File: src/rtl/led_pkg.sv
// Shared constants, register layout and sweep state encoding for the LED blink counter controller.
package led_pkg;

    localparam logic [1:0] ADDR_CTRL     = 2'd0;
    localparam logic [1:0] ADDR_STATUS   = 2'd1;
    localparam logic [1:0] ADDR_EDGE_CNT = 2'd2;
    localparam logic [1:0] ADDR_SWEEP_N  = 2'd3;

    localparam int unsigned DIV_W             = 5;
    localparam int unsigned CTRL_DIV_LSB      = 0;
    localparam int unsigned CTRL_IRQ_EN_BIT   = 8;
    localparam int unsigned CTRL_SWEEP_EN_BIT = 9;
    localparam int unsigned SWEEP_N_W         = 8;
    localparam int unsigned EDGE_CNT_W        = 16;

    typedef enum logic [1:0] {IDLE, RUN, STEP} sweep_state_t;

    typedef struct packed {
        logic             sweep_en;
        logic             irq_en;
        logic [DIV_W-1:0] div;
    } ctrl_t;

    // Sweep successor: 1..div_max then back to 1; out-of-range values restart at 1.
    function automatic logic [DIV_W-1:0] sweep_next_div(input logic [DIV_W-1:0] div,
                                                        input int unsigned div_max);
        if (div == '0 || div >= DIV_W'(div_max))
            return DIV_W'(1);
        return div + DIV_W'(1);
    endfunction

endpackage

File: src/rtl/led_cnt_ctrl_if.sv
// Host register bus between the PS glue (master) and the LED counter controller (slave).
interface led_cnt_ctrl_if #(
    parameter int unsigned DATA_W = 32
) ();
    logic              bus_wr_i;
    logic              bus_rd_i;
    logic [1:0]        bus_addr_i;
    logic [DATA_W-1:0] bus_wdata_i;
    logic [DATA_W-1:0] bus_rdata_o;
    logic              bus_rvalid_o;

    modport master (
        output bus_wr_i, bus_rd_i, bus_addr_i, bus_wdata_i,
        input  bus_rdata_o, bus_rvalid_o
    );

    modport slave (
        input  bus_wr_i, bus_rd_i, bus_addr_i, bus_wdata_i,
        output bus_rdata_o, bus_rvalid_o
    );
endinterface

File: src/rtl/led_sweep_fsm.sv
// Divider sweep sequencer: counts LED edges and requests a divider step every N edges.
module led_sweep_fsm
    import led_pkg::*;
#(
    parameter int unsigned DIV_MAX = 20
) (
    input  logic                 clk100,
    input  logic                 rst,
    input  logic                 sweep_en,
    input  logic [SWEEP_N_W-1:0] sweep_n,
    input  logic                 led_int,
    input  logic [DIV_W-1:0]     div,
    output logic                 step,
    output logic [DIV_W-1:0]     next_div_c,
    output sweep_state_t         state
);

    logic [SWEEP_N_W-1:0] cnt;
    logic [SWEEP_N_W-1:0] n_eff_c;
    logic [SWEEP_N_W:0]   cnt_inc_c;

    // A programmed N of 0 behaves as 1.
    assign n_eff_c    = (sweep_n == '0) ? SWEEP_N_W'(1) : sweep_n;
    assign cnt_inc_c  = {1'b0, cnt} + (SWEEP_N_W + 1)'(1);
    assign next_div_c = sweep_next_div(div, DIV_MAX);

    always_ff @(posedge clk100) begin
        if (rst) begin
            state <= IDLE;
            cnt   <= '0;
            step  <= 1'b0;
        end else begin
            step <= 1'b0;
            if (!sweep_en) begin
                state <= IDLE;
                cnt   <= '0;
            end else begin
                case (state)
                    IDLE: begin
                        state <= RUN;
                        cnt   <= '0;
                    end
                    RUN: begin
                        if (led_int) begin
                            if (cnt_inc_c >= {1'b0, n_eff_c}) begin
                                state <= STEP;
                                step  <= 1'b1;
                                cnt   <= '0;
                            end else begin
                                cnt <= cnt_inc_c[SWEEP_N_W-1:0];
                            end
                        end
                    end
                    STEP: begin
                        state <= RUN;
                        cnt   <= '0;
                    end
                    default: state <= IDLE;
                endcase
            end
        end
    end

endmodule

File: src/rtl/led_cnt_ctrl.sv
// Register-side controller for the LED blink counter: divider/restart drive, edge IRQ, sweep.
// Optional edge counter at address 2 is built only when LED_EDGE_CNT_EN is defined.
module led_cnt_ctrl
    import led_pkg::*;
#(
    parameter int unsigned DATA_W  = 32,
    parameter int unsigned DIV_MAX = 20,
    parameter int unsigned DIV_RST = 1
) (
    input  logic             clk100,
    input  logic             rst,
    led_cnt_ctrl_if.slave    bus,
    output logic [DIV_W-1:0] div_o,
    output logic             wren_o,
    input  logic             led_i,
    input  logic             led_int_i,
    output logic             irq_o
);

    ctrl_t                 ctrl;
    logic                  pending;
    logic [SWEEP_N_W-1:0]  sweep_n;
    logic                  ctrl_upd;
    logic                  sweep_step;
    logic [DIV_W-1:0]      sweep_div_c;
    sweep_state_t          sweep_state;

    logic                  wr_ctrl_c;
    logic                  wr_status_c;
    logic                  wr_sweep_n_c;
    logic                  do_step_c;
    logic [EDGE_CNT_W-1:0] edge_rd_c;
    logic [DATA_W-1:0]     rd_val_c;
    logic                  unused_c;

    assign wr_ctrl_c    = bus.bus_wr_i && (bus.bus_addr_i == ADDR_CTRL);
    assign wr_status_c  = bus.bus_wr_i && (bus.bus_addr_i == ADDR_STATUS);
    assign wr_sweep_n_c = bus.bus_wr_i && (bus.bus_addr_i == ADDR_SWEEP_N);
    // A host CTRL write in the step cycle overrides the sweep step.
    assign do_step_c    = sweep_step && ctrl.sweep_en && !wr_ctrl_c;

    led_sweep_fsm #(.DIV_MAX(DIV_MAX)) u_sweep (
        .clk100     (clk100),
        .rst        (rst),
        .sweep_en   (ctrl.sweep_en),
        .sweep_n    (sweep_n),
        .led_int    (led_int_i),
        .div        (ctrl.div),
        .step       (sweep_step),
        .next_div_c (sweep_div_c),
        .state      (sweep_state)
    );

    // Register file, divider drive (one cycle behind CTRL, aligned with wren_o) and IRQ.
    always_ff @(posedge clk100) begin
        if (rst) begin
            ctrl.div      <= DIV_W'(DIV_RST);
            ctrl.irq_en   <= 1'b0;
            ctrl.sweep_en <= 1'b0;
            pending       <= 1'b0;
            sweep_n       <= '0;
            ctrl_upd      <= 1'b0;
            div_o         <= DIV_W'(DIV_RST);
            wren_o        <= 1'b0;
            irq_o         <= 1'b0;
        end else begin
            if (wr_ctrl_c) begin
                ctrl.div      <= bus.bus_wdata_i[CTRL_DIV_LSB +: DIV_W];
                ctrl.irq_en   <= bus.bus_wdata_i[CTRL_IRQ_EN_BIT];
                ctrl.sweep_en <= bus.bus_wdata_i[CTRL_SWEEP_EN_BIT];
            end else if (do_step_c) begin
                ctrl.div <= sweep_div_c;
            end
            if (wr_sweep_n_c)
                sweep_n <= bus.bus_wdata_i[SWEEP_N_W-1:0];
            pending  <= led_int_i || (pending && !(wr_status_c && bus.bus_wdata_i[0]));
            ctrl_upd <= wr_ctrl_c || do_step_c;
            div_o    <= ctrl.div;
            wren_o   <= ctrl_upd;
            irq_o    <= pending && ctrl.irq_en;
        end
    end

`ifdef LED_EDGE_CNT_EN
    logic                  wr_edge_c;
    logic [EDGE_CNT_W-1:0] edge_cnt;

    assign wr_edge_c = bus.bus_wr_i && (bus.bus_addr_i == ADDR_EDGE_CNT);

    // Any write clears, and the clear wins over a coincident pulse.
    always_ff @(posedge clk100) begin
        if (rst)
            edge_cnt <= '0;
        else if (wr_edge_c)
            edge_cnt <= '0;
        else if (led_int_i)
            edge_cnt <= edge_cnt + EDGE_CNT_W'(1);
    end

    assign edge_rd_c = edge_cnt;
`else
    assign edge_rd_c = '0;
`endif

    always_comb begin
        rd_val_c = '0;
        case (bus.bus_addr_i)
            ADDR_CTRL: begin
                rd_val_c[CTRL_DIV_LSB +: DIV_W]  = ctrl.div;
                rd_val_c[CTRL_IRQ_EN_BIT]        = ctrl.irq_en;
                rd_val_c[CTRL_SWEEP_EN_BIT]      = ctrl.sweep_en;
            end
            ADDR_STATUS:   rd_val_c[1:0]            = {led_i, pending};
            ADDR_EDGE_CNT: rd_val_c[EDGE_CNT_W-1:0] = edge_rd_c;
            ADDR_SWEEP_N:  rd_val_c[SWEEP_N_W-1:0]  = sweep_n;
            default: ;
        endcase
    end

    // Read data is captured from pre-write state and held until the next read.
    always_ff @(posedge clk100) begin
        if (rst) begin
            bus.bus_rdata_o  <= '0;
            bus.bus_rvalid_o <= 1'b0;
        end else begin
            bus.bus_rvalid_o <= bus.bus_rd_i;
            if (bus.bus_rd_i)
                bus.bus_rdata_o <= rd_val_c;
        end
    end

    assign unused_c = ^{bus.bus_wdata_i[DATA_W-1:10], sweep_state};

endmodule

File: src/flat_wrapper.sv
// flat-port wrapper written by rule: the top's interface ports become plain ports
module led_cnt_ctrl_flat import led_pkg::*;
#(
    parameter int unsigned DATA_W  = 32,
    parameter int unsigned DIV_MAX = 20,
    parameter int unsigned DIV_RST = 1
)
  (clk100, rst, div_o, wren_o, led_i, led_int_i, irq_o, bus_bus_wr_i, bus_bus_rd_i, bus_bus_addr_i, bus_bus_wdata_i, bus_bus_rdata_o, bus_bus_rvalid_o);
  led_cnt_ctrl_if #(.DATA_W(DATA_W)) bus_i ();
  input  logic clk100;
  input  logic rst;
  output logic [DIV_W-1:0] div_o;
  output logic wren_o;
  input  logic led_i;
  input  logic led_int_i;
  output logic irq_o;
  input wire logic [$bits(bus_i.bus_wr_i)-1:0] bus_bus_wr_i;
  input wire logic [$bits(bus_i.bus_rd_i)-1:0] bus_bus_rd_i;
  input wire logic [$bits(bus_i.bus_addr_i)-1:0] bus_bus_addr_i;
  input wire logic [$bits(bus_i.bus_wdata_i)-1:0] bus_bus_wdata_i;
  output wire logic [$bits(bus_i.bus_rdata_o)-1:0] bus_bus_rdata_o;
  output wire logic [$bits(bus_i.bus_rvalid_o)-1:0] bus_bus_rvalid_o;
  assign bus_i.bus_wr_i = bus_bus_wr_i;
  assign bus_i.bus_rd_i = bus_bus_rd_i;
  assign bus_i.bus_addr_i = bus_bus_addr_i;
  assign bus_i.bus_wdata_i = bus_bus_wdata_i;
  assign bus_bus_rdata_o = bus_i.bus_rdata_o;
  assign bus_bus_rvalid_o = bus_i.bus_rvalid_o;
  led_cnt_ctrl #(.DATA_W(DATA_W), .DIV_MAX(DIV_MAX), .DIV_RST(DIV_RST)) u_core (.clk100(clk100), .rst(rst), .bus(bus_i), .div_o(div_o), .wren_o(wren_o), .led_i(led_i), .led_int_i(led_int_i), .irq_o(irq_o));
endmodule
File: config.mk
export PLATFORM = sky130hd
export DESIGN_NAME = led_cnt_ctrl_flat
export DESIGN_NICKNAME = d
export VERILOG_FILES = /design/src/rtl/led_pkg.sv /design/src/rtl/led_cnt_ctrl_if.sv /design/src/rtl/led_sweep_fsm.sv /design/src/rtl/led_cnt_ctrl.sv /design/src/flat_wrapper.sv
export SDC_FILE = /design/constraint.sdc
export NUM_CORES = 1
export LEC_CHECK = 0
export ABC_AREA = 1
export BUFFER_PORTS_ARGS = -buffer_cell sky130_fd_sc_hd__buf_2
export CORE_UTILIZATION = 36
export CTS_CLUSTER_SIZE = 24
export DETAILED_ROUTE_END_ITERATION = 8
export GPL_ROUTABILITY_DRIVEN = 0
export PLACE_DENSITY_LB_ADDON = 0.05
export SLEW_MARGIN = 30
export SYNTH_ARGS = -nofsm -noshare
export SYNTH_HDL_FRONTEND = slang
export SYNTH_HIERARCHICAL = 1
export SYNTH_SLANG_ARGS = --single-unit
export TNS_END_PERCENT = 100
File: constraint.sdc
create_clock -name clk100 -period 2.19 [get_ports clk100]
set_input_delay 0.219 -clock clk100 [delete_from_list [all_inputs] [get_ports clk100]]
set_output_delay 0.219 -clock clk100 [all_outputs]
set_load 0.01 [all_outputs]
==> results.toml, run 1 <==
[outcome]
status = "completed"

[setup_path]
r2r-start = "u_core/u_sweep/cnt[0]"
r2r_cells = 17
arrival_ns = 2.18
end_kind = "flip-flop"
reg2reg_slack_ns = 0.20
crit_chain = "buf_4 > nand3_4 > nor2_4 > inv_1 > nand2_1 > inv_1 > ha_1 > nand2_1 > inv_1 > nand2_1 > nand3_1 > nand2_1 > nand2_2 > nand2_4 > nand2_2 > nand2_1 > nor2_1"
crit_top_cell = "nand2_1"
crit_path_start_kind = "flip-flop"
cpPeakStageDelay_ns = 0.36
required_ns = 2.38
critPathMaxFanout = 5
slowest_stage = "dfxtp_2"
path_class = "reg -> reg"
r2r-end = "u_core/u_sweep/state[1]"

[routing]
drc = 0
drtAntennaViolNets = 0
dr.max_layer_used = "met4"
routed_wl_microns = 5640
via_per_inst = 4.36
drtIter0Drc = 78
dr_wl_met2_microns = 2510
wl_per_cell_microns = 11.3
vias = 2177
m1WireLength_microns = 2880
dr_wl_met3_microns = 185
drt-pass1-iter-count = 4

[clocking]
post-cts-setup-buffers = 0
cts-root-buf = "clkbuf_8"
clk_latency_ns = 0.30
cts_sinks = 46
htreeDepth = 2
clockBufferDepth = 2
cts_inserted_buffers = 5
tritoncts = "done"
clk_transition_reported_paths_ns = 0.09

[finish]
syn_to_final_growth_pct = 14.2
nets = 457
n_antenna_cell = 0
fillerInstances = 763
drive_gt1_share_pct = 18.6
register_area_sq_um = 926
multiInputGateArea_sq_um = 1360
layout_commonest_cell = "nand2_1"
final_cell_mix = "88 x nand2_1, 46 x inv_1, 42 x dfxtp_1"

[floorplan]
core_area_sq_um = 6830
die_w_microns = 86.2
io_pins = 80
fp.dieH_microns = 86.2
rows = 30
dieArea_sq_um = 7440
start_util_pct = 37.4

[power]
p_per_area_nw_per_um2 = 590
p_leak_nw = 1.39
ir_worst_vdd_mv = 0.264
power.total_w = 0.00172

[timing]
min_period_ns = 1.99
hold_violations = 0
max_freq_ghz = 0.503
setup_violations = 0
worst_pin_slew_ns = 0.620
fin_crit_sh_pct = 90.9
fin_skew_ns = 0.00926
whs_ns = 0.173
worst_slack_ns = 0.200
maxSlewHeadroom_pct = 58.5
maxSlewViolCount = 0

[min_path]
min_to = "u_core/sweep_n[7]"
hp-start = "bus_bus_wdata_i[7]"
holdPathStages = 3
hold_class = "in -> reg"

[grt]
grt_overflow = 0
grt_pass1_vias = 2035
grt_pass1_wl_microns = 9580
grt_max_degree = 24
grt_usage_pct = 16.4
antenna_found_initial = 0

[synth]
synth-main-ff-cell = "dfxtp_1"
synth.area.top_cells = "dfxtp_1 36%, nand2_1 13%, buf_4 7.3%, ha_1 7.3%, inv_1 6.8%"
synth_cell_types = 29
syn_area_per_cell_sq_um = 7.06
synth_edf_count = 0
synth_cells = 362
synthArstFlopShare_pct = 0
synth_sequential_area_ratio_pct = 36.0
yosys.area.top_type = "dfxtp_1"
yosysWarningCount = 6
ys_ff_latch = 46
synth_top_area_share_pct = 36.0
synth_area_sq_um = 2550

[placement]
post-place-ws_ns = 0.0801
hpwl_microns = 4210
port_buffers = 35

[job]
cap_violations = 0
[worst max path at each step]
stage | cells after the start | to | slack [ns] | start
6_report | 17 | u_core/u_sweep/state[1] | 0.20 | u_core/u_sweep/cnt[0]
2_1_floorplan | 15 | u_core/u_sweep/state[1] | 0.24 | u_core/u_sweep/cnt[0]
3_5_place_dp | 15 | u_core/u_sweep/state[1] | 0.08 | u_core/u_sweep/cnt[0]
4_1_cts | 15 | u_core/u_sweep/state[1] | 0.06 | u_core/u_sweep/cnt[0]
3_3_place_gp | 15 | u_core/u_sweep/state[1] | 0.11 | u_core/u_sweep/cnt[1]
5_1_grt | 17 | u_core/u_sweep/step | -0.01 | u_core/u_sweep/cnt[0]
[per-stage QoR]
stage | TNS (ns) | cell area [sq um] | std cells | utilization, %
after floorplan | 0 | 2630 | 383 | -
after global placement | 0 | 2750 | 490 | 40.2
after detailed placement | 0 | 2750 | 490 | 40.2
after CTS | 0 | 2860 | 498 | 41.8
after global routing | -0.0121 | 2920 | 499 | 42.7
final | 0 | 2920 | 499 | 42.7
[cell usage after synthesis, types with 2 or more instances]
cell type / number
xor2_1: 3
dfxtp_1: 46
nor2_1: 41
nand2_4: 2
o21ai_0: 22
inv_2: 3
inv_1: 46
buf_4: 25
nor2_2: 3
nand3_1: 25
a21oi_1: 20
buf_2: 2
nand3_2: 2
buf_6: 2
ha_1: 15
nand2_2: 3
nand2_1: 90
[worst max-delay path: cells and delay by family (launching register included)]
kind / cells / cell delay, ns
adders and majority gates: 1 / 0.28
DFF: 1 / 0.36
and+or+nand+nor: 12 / 0.95
buffers and inverters: 4 / 0.28
[repair_timing]
| action | CTS | global route |
|---|---|---|
| endpoints found under the setup margin | 0 | 11 |
| gates resized for setup | 0 | 13 |
| hold buffers | 0 | 0 |
[sequential cells by signal, indices dropped and copies added, names as in the netlist]
register                 flops
u_core/sweep_n               8
u_core/u_sweep/cnt           8
u_core/div_o                 5
u_core/bus.bus_rvalid_o      1
u_core/wren_o                1
u_core/ctrl_upd              1
u_core/u_sweep/state         2
u_core/irq_o                 1
u_core/bus.bus_rdata_o      10
u_core/pending               1
u_core/ctrl                  7
u_core/u_sweep/step          1
[power breakdown]
part	total [W]	switching [W]	internal (W)
clock network	0.000644	0.000303	0.000341
logic	0.000202	0.000136	0.0000659
registers	0.000874	0.0000176	0.000857
[cell type report]
type | count | area share [%]
repair buffers | 40 | 7.29
multi-input cells | 258 | 46.5
flip-flops and latches | 46 | 31.7
inverters | 51 | 6.60
clock buffers | 6 | 2.49
well taps | 96 | 4.12
clock inverters | 2 | 1.29
[layer usage]
metal / track usage (%) / vias to the layer above
met5: 0 / -
met3: 3.33 / 6
met2: 26.2 / 40
met4: 4.55 / 0
li1: - / 1166
met1: 22.3 / 965
[kinds of logic after synthesis]
group                      after synthesis  share of synthesized area [%]
adders and majority gates               15                           7.35
other                                    1                          0.147
buffers and inverters                   80                           16.2
and+or+nand+nor                        172                           29.5
xor gates and xnor gates                 3                           1.03
DFF                                     46                           36.0
AOI/OAI and AO/OA                       45                           9.79
Note: power is estimated with default switching activity, not from simulation.
==> inputs of run 2 (changes only) <==
Settings changed: CORE_UTILIZATION 36 to 50.
==> run 2 against run 1 <==
Count of clock-buffer cells in the layout is 2 higher; sequential share of layout area grew 0.19 points; via count grew 2.8%; register-to-register slack about the same; critical path type unchanged; largest cell class unchanged.
==> results.toml, run 2 (same netlist as run 1, synthesis figures left out) <==
[outcome]
status = "completed"

[power]
p_per_area_nw_per_um2 = 573
p_leak_nw = 1.40
ir_worst_vdd_mv = 0.375
power.total_w = 0.00166

[timing]
fin_skew_ns = 0.00248
hold_violations = 0
maxSlewViolCount = 0
worst_pin_slew_ns = 0.548
maxSlewHeadroom_pct = 63.3
fin_crit_sh_pct = 91.2
min_period_ns = 2.00
worst_slack_ns = 0.192
setup_violations = 0
max_freq_ghz = 0.501

[routing]
drc = 0
vias = 2238
drtAntennaViolNets = 0
routed_wl_microns = 5280
wl_per_cell_microns = 11.2
drt-pass1-iter-count = 4
drtIter0Drc = 89
via_per_inst = 4.75

[clocking]
tritoncts = "done"
clk_transition_reported_paths_ns = 0.08
clockBufferDepth = 2
htreeDepth = 2
cts-root-buf = "clkbuf_8"
cts_sinks = 46
cts_hold_buf = 0
clk_latency_ns = 0.29
cts_inserted_buffers = 5

[grt]
met2_usage_pct = 34.9
grt_pass1_wl_microns = 8850
grt_max_degree = 24
grt_usage_pct = 21.3
top_usage_layer = "met2"
grt_pass1_vias = 2007
grt_overflow = 0
antenna_found_initial = 0
use_met1_pct = 29.0
met3_usage_pct = 4.25

[finish]
n_antenna_cell = 0
reg_top3 = "u_core/bus.bus_rdata_o x10, u_core/sweep_n x8, u_core/u_sweep/cnt x8"
largest-register = "u_core/bus.bus_rdata_o"
register_area_sq_um = 925
multiInputGateArea_sq_um = 1360
drive_gt1_share_pct = 19.1
nets = 458
largest_register_ffs = 10
final_cell_mix = "88 x nand2_1, 46 x inv_1, 43 x dfxtp_1"
syn_to_final_growth_pct = 13.4
fillerInstances = 478
layout_commonest_cell = "nand2_1"

[setup_path]
r2r-end = "u_core/u_sweep/cnt[3]"
arrival_ns = 2.22
end_kind = "flip-flop"
crit_path_start_kind = "flip-flop"
reg2reg_slack_ns = 0.19
critPathMaxFanout = 9
r2r_cells = 14
r2r-start = "u_core/u_sweep/cnt[0]"
path_class = "reg -> reg"
required_ns = 2.41

[min_path]
min_to = "u_core/pending"
hold_class = "in -> reg"
hp-start = "led_int_i"
holdPathStages = 3

[floorplan]
io_pins = 80
rows = 25
core_area_sq_um = 4820
dieArea_sq_um = 5400
fp.dieH_microns = 73.5
die_w_microns = 73.5
start_util_pct = 53.0

[placement]
hpwl_microns = 4010
post-place-ws_ns = 0.0904
port_buffers = 35

[job]
cap_violations = 0
==> run 2: worst max-delay path by stage <==
stage                               start  slack [ns]  depth (start not counted)                 endpoint
floorplan           u_core/u_sweep/cnt[0]        0.24                         15  u_core/u_sweep/state[1]
global route        u_core/u_sweep/cnt[0]    -0.00009                         15  u_core/u_sweep/state[1]
global placement    u_core/u_sweep/cnt[0]        0.12                         15      u_core/u_sweep/step
CTS                 u_core/u_sweep/cnt[1]        0.04                         15      u_core/u_sweep/step
detailed placement  u_core/u_sweep/cnt[0]        0.09                         15      u_core/u_sweep/step
finish              u_core/u_sweep/cnt[0]        0.19                         14    u_core/u_sweep/cnt[3]
==> run 2: worst max-delay path: stages (launching register included) <==
cell and delay (ns):
dfxtp_2 0.36, ha_4 0.15, nand3_4 0.10, xor2_2 0.19
inv_1 0.06, ha_1 0.31, nand2_1 0.09, nor2_1 0.05
nand2_1 0.05, nand3_1 0.07, nand2_1 0.07, nand2_2 0.07
nand2_4 0.13, nand3_1 0.09, a21oi_1 0.14
==> run 2: what timing repair did <==
item | CTS | global route
setup endpoints to repair | 0 | 11
gates resized for setup | 0 | 13
buffers inserted | 0 | 1
==> run 2: per-stage QoR <==
| stage | hold slack (ns) | area [sq um] | instances | utilization [%] | TNS (ns) |
|---|---|---|---|---|---|
| final | 0.189 | 2900 | 471 | 60.1 | 0 |
| after global routing | 0.189 | 2900 | 471 | 60.1 | -0.0000850 |
| after CTS | 0.183 | 2830 | 470 | 58.7 | 0 |
| after detailed placement | 0.405 | 2720 | 462 | 56.4 | 0 |
| after global placement | 0.391 | 2720 | 462 | 56.4 | 0 |
| after floorplan | 0.336 | 2630 | 383 | - | 0 |
==> run 2: metal layers <==
metal  share of wire (%)  up-vias
met3                 4.4        2
met1                  51     1018
met2                  44       54
li1                    -     1164
met5                   0        -
met4                0.55        0
==> run 2: cell type report <==
type	instances	area share (%)
multi-input combinational	257	46.9
tap	67	2.89
clock buffer	8	3.80
sequential	46	31.9
timing repair buffer	42	7.86
inverter	51	6.65
==> run 2: power breakdown <==
group	internal [W]	leakage [nW]	switching [W]
Combinational	0.0000640	0.968	0.000132
Sequential	0.000857	0.375	0.0000173
Clock	0.000319	0.0575	0.000271
==> inputs of run 3 (changes only) <==
Settings changed: SYNTH_HIERARCHICAL 1 to default.
==> run 3 against run 2 <==
The flow now finishes with violations (design-rule violations); register-to-register slack hardly changed; wire length shrank 13%; global-route usage is 1.5 points lower; clock power decreased by 10%; die area down 7.2%; combinational power up 3%; critical path depth down 1; setup slack lost 0.014 ns; critical endpoint is now u_core.u_sweep.cnt[2]; largest cell class unchanged; highest routed layer unchanged.
==> results.toml, run 3 <==
[grt]
grt_usage_pct = 19.8
antenna_found_initial = 0
grt_pass1_wl_microns = 7960
grt_max_degree = 21
grt_pass1_vias = 1740
grt_overflow = 0

[timing]
worst_pin_slew_ns = 0.546
hold_violations = 0
fin_crit_sh_pct = 91.8
min_period_ns = 2.01
maxSlewHeadroom_pct = 63.6
maxSlewViolCount = 0
setup_violations = 0
max_freq_ghz = 0.497
worst_slack_ns = 0.179
fin_skew_ns = 0.00661
whs_ns = 0.165

[synth]
synth_edf_count = 0
synth_cell_types = 34
synth_top_cells_by_count = "46 x dfxtp_1, 45 x nand2_1, 41 x inv_1, 27 x a21oi_1, 23 x buf_4"
synth_top_area_share_pct = 38.9
synth_sequential_area_ratio_pct = 38.9
yosys.area.top_type = "dfxtp_1"
synth.area.top_cells = "dfxtp_1 39%, ha_1 7.9%, buf_4 7.3%, nand2_1 7.1%, inv_1 6.5%"
synth.most_common_cell = "dfxtp_1"
synth_cells = 303
ys_ff_latch = 46
synth_area_sq_um = 2370
synthArstFlopShare_pct = 0
syn_area_per_cell_sq_um = 7.81
synth-main-ff-cell = "dfxtp_1"
yosysWarningCount = 0

[routing]
routed_wl_microns = 4620
drc = 4
drt-pass1-iter-count = 6
wl_per_cell_microns = 11.6
drtAntennaViolNets = 0
dr.max_layer_used = "met4"
dr_wl_met3_microns = 215
via_per_inst = 4.94
dr_wl_met2_microns = 2070
vias = 1960
m1WireLength_microns = 2270
drtIter0Drc = 89

[finish]
nets = 399
reg_top3 = "u_core.bus.bus_rdata_o x10, u_core.sweep_n x8, u_core.u_sweep.cnt x8"
layout_commonest_cell = "nand2_1"
syn_to_final_growth_pct = 14.2
final_cell_mix = "44 x nand2_1, 43 x dfxtp_1, 41 x inv_1"
design_area_sq_um = 2700
drive_gt1_share_pct = 21.2
largest-register = "u_core.bus.bus_rdata_o"
register_area_sq_um = 927
fillerInstances = 418
n_antenna_cell = 0
multiInputGateArea_sq_um = 1210
largest_register_ffs = 10

[setup_path]
crit_chain = "ha_4 > nand3_4 > nor2_2 > xor2_1 > ha_1 > nand2_1 > inv_1 > nand2_1 > nand2_1 > nand2_2 > buf_12 > nand4_1 > a21oi_1"
r2r_cells = 13
crit_buf_inv = 2
cpPeakStageDelay_ns = 0.37
r2r-start = "u_core.u_sweep.cnt[0]"
crit_start = "u_core.u_sweep.cnt[0]"
crit_cells = 13
slowest_stage = "dfxtp_4"
cp_top_family = "simple AND/OR/NAND/NOR gates"
crit_path_start_kind = "flip-flop"
required_ns = 2.41
end_kind = "flip-flop"
arrival_ns = 2.23
critPathMaxFanout = 11
path_class = "reg -> reg"
crit_top_cell = "nand2_1"

[power]
p_leak_nw = 1.21
internal_power_w = 0.00118
swShare_pct = 26.1
pwr-share-seq_pct = 54.4
p_sw_w = 0.000418
pwr-share-clk_pct = 33.1
p_per_area_nw_per_um2 = 593
ir_worst_vdd_mv = 0.351
power.total_w = 0.00160
p_comb_share_pct = 12.5

[outcome]
violations = "design-rule violations"
status = "complete, but fails checks"

[min_path]
holdPathStages = 3
hold_class = "in -> reg"
hp-start = "bus_bus_wdata_i[9]"

[clocking]
clk_latency_ns = 0.30
htreeDepth = 2
cts_hold_buf = 0
cts_inserted_buffers = 5
cts_sinks = 46
tritoncts = "done"
cts-root-buf = "clkbuf_8"
clk_transition_reported_paths_ns = 0.08
clockBufferDepth = 2

[floorplan]
start_util_pct = 53.2
dieArea_sq_um = 5010
io_pins = 80
rows = 24
core_area_sq_um = 4440
die_w_microns = 70.8
fp.dieH_microns = 70.8

[job]
cap_violations = 0

[placement]
hpwl_microns = 3540
post_dp_cell_area_sq_um = 2540
port_buffers = 35
post-place-ws_ns = 0.111
run 3: cell count changes after synthesis, moves of 3 or more:
| cell | delta |
|---|---|
| nand3_1 | -5 |
| o31ai_1 | +4 |
| o21ai_0 | -4 |
| a31oi_1 | +3 |
| xor2_1 | +3 |
| inv_1 | -5 |
| nand2_1 | -45 |
| nand4_1 | +7 |
| clkbuf_1 | +4 |
| o22ai_1 | +3 |
| nor2_1 | -27 |
| a21oi_1 | +7 |
run 3: final timing paths:
kind | end | slack (ns)
max reg2reg | u_core.u_sweep.cnt[2] | 0.18
min | u_core.ctrl[6] | 0.17
min reg2reg | u_core.wren_o | 0.41
max | u_core.u_sweep.cnt[2] | 0.18
run 3: worst reg2reg max path, delay by kind of cell, from the launching register on:
family                     cells  cell delay (ns)
xor gates and xnor gates       1             0.25
AOI/OAI and AO/OA              1             0.15
DFF                            1             0.37
buffers and inverters          2             0.17
and+or+nand+nor                7             0.57
adders and majority gates      2             0.44
run 3: logic make-up (layout without fill, tap and decap cells):
logic type	count (synthesis)	after routing	share of synthesized area [%]
flops	46	46	38.9
xor+xnor	7	7	2.59
other cells	1	22	0.158
buf+inv	73	94	15.7
simple gates	98	98	19.3
fa+ha+maj	15	15	7.93
compound gates	63	63	15.4
run 3: area by class of cell:
type                            count  area share [%]
Clock inverter                      1           0.185
Timing Repair Buffer               44            9.44
Inverter                           42            5.83
Sequential cell                    46            34.3
Clock buffer                        7            3.19
Multi-Input combinational cell    205            44.6
Tap cell                           52            2.41
run 3: metal layers:
metal / track usage [%] / up-vias
met3: 4.42 / 6
met1: 27.8 / 873
li1: - / 1033
met4: 6.00 / 0
met2: 30.4 / 48
met5: 0 / -
run 3: timing repair:
| item | 4_1_cts | 5_1_grt |
|---|---|---|
| buffers inserted | 0 | 1 |
| gates resized for setup | 0 | 12 |
| setup endpoints to repair | 0 | 11 |
run 3: power groups by stage:
stage / sequential, W / combinational, W / clock (W)
after floorplan: 0.000893 / 0.000157 / 0
after global placement: 0.000891 / 0.000196 / 0
after detailed placement: 0.000891 / 0.000197 / 0
after CTS: 0.000871 / 0.000198 / 0.000542
after global routing: 0.000874 / 0.000229 / 0.000575
final: 0.000871 / 0.000201 / 0.000530
run 3: through the flow:
| stage | std cells | util [%] | TNS, ns |
|---|---|---|---|
| final | 397 | 60.8 | 0 |
| after global routing | 397 | 60.8 | -0.000858 |
| after CTS | 396 | 59.3 | 0 |
| after detailed placement | 388 | 57.3 | 0 |
| after global placement | 388 | 57.3 | 0 |
| after floorplan | 324 | - | 0 |
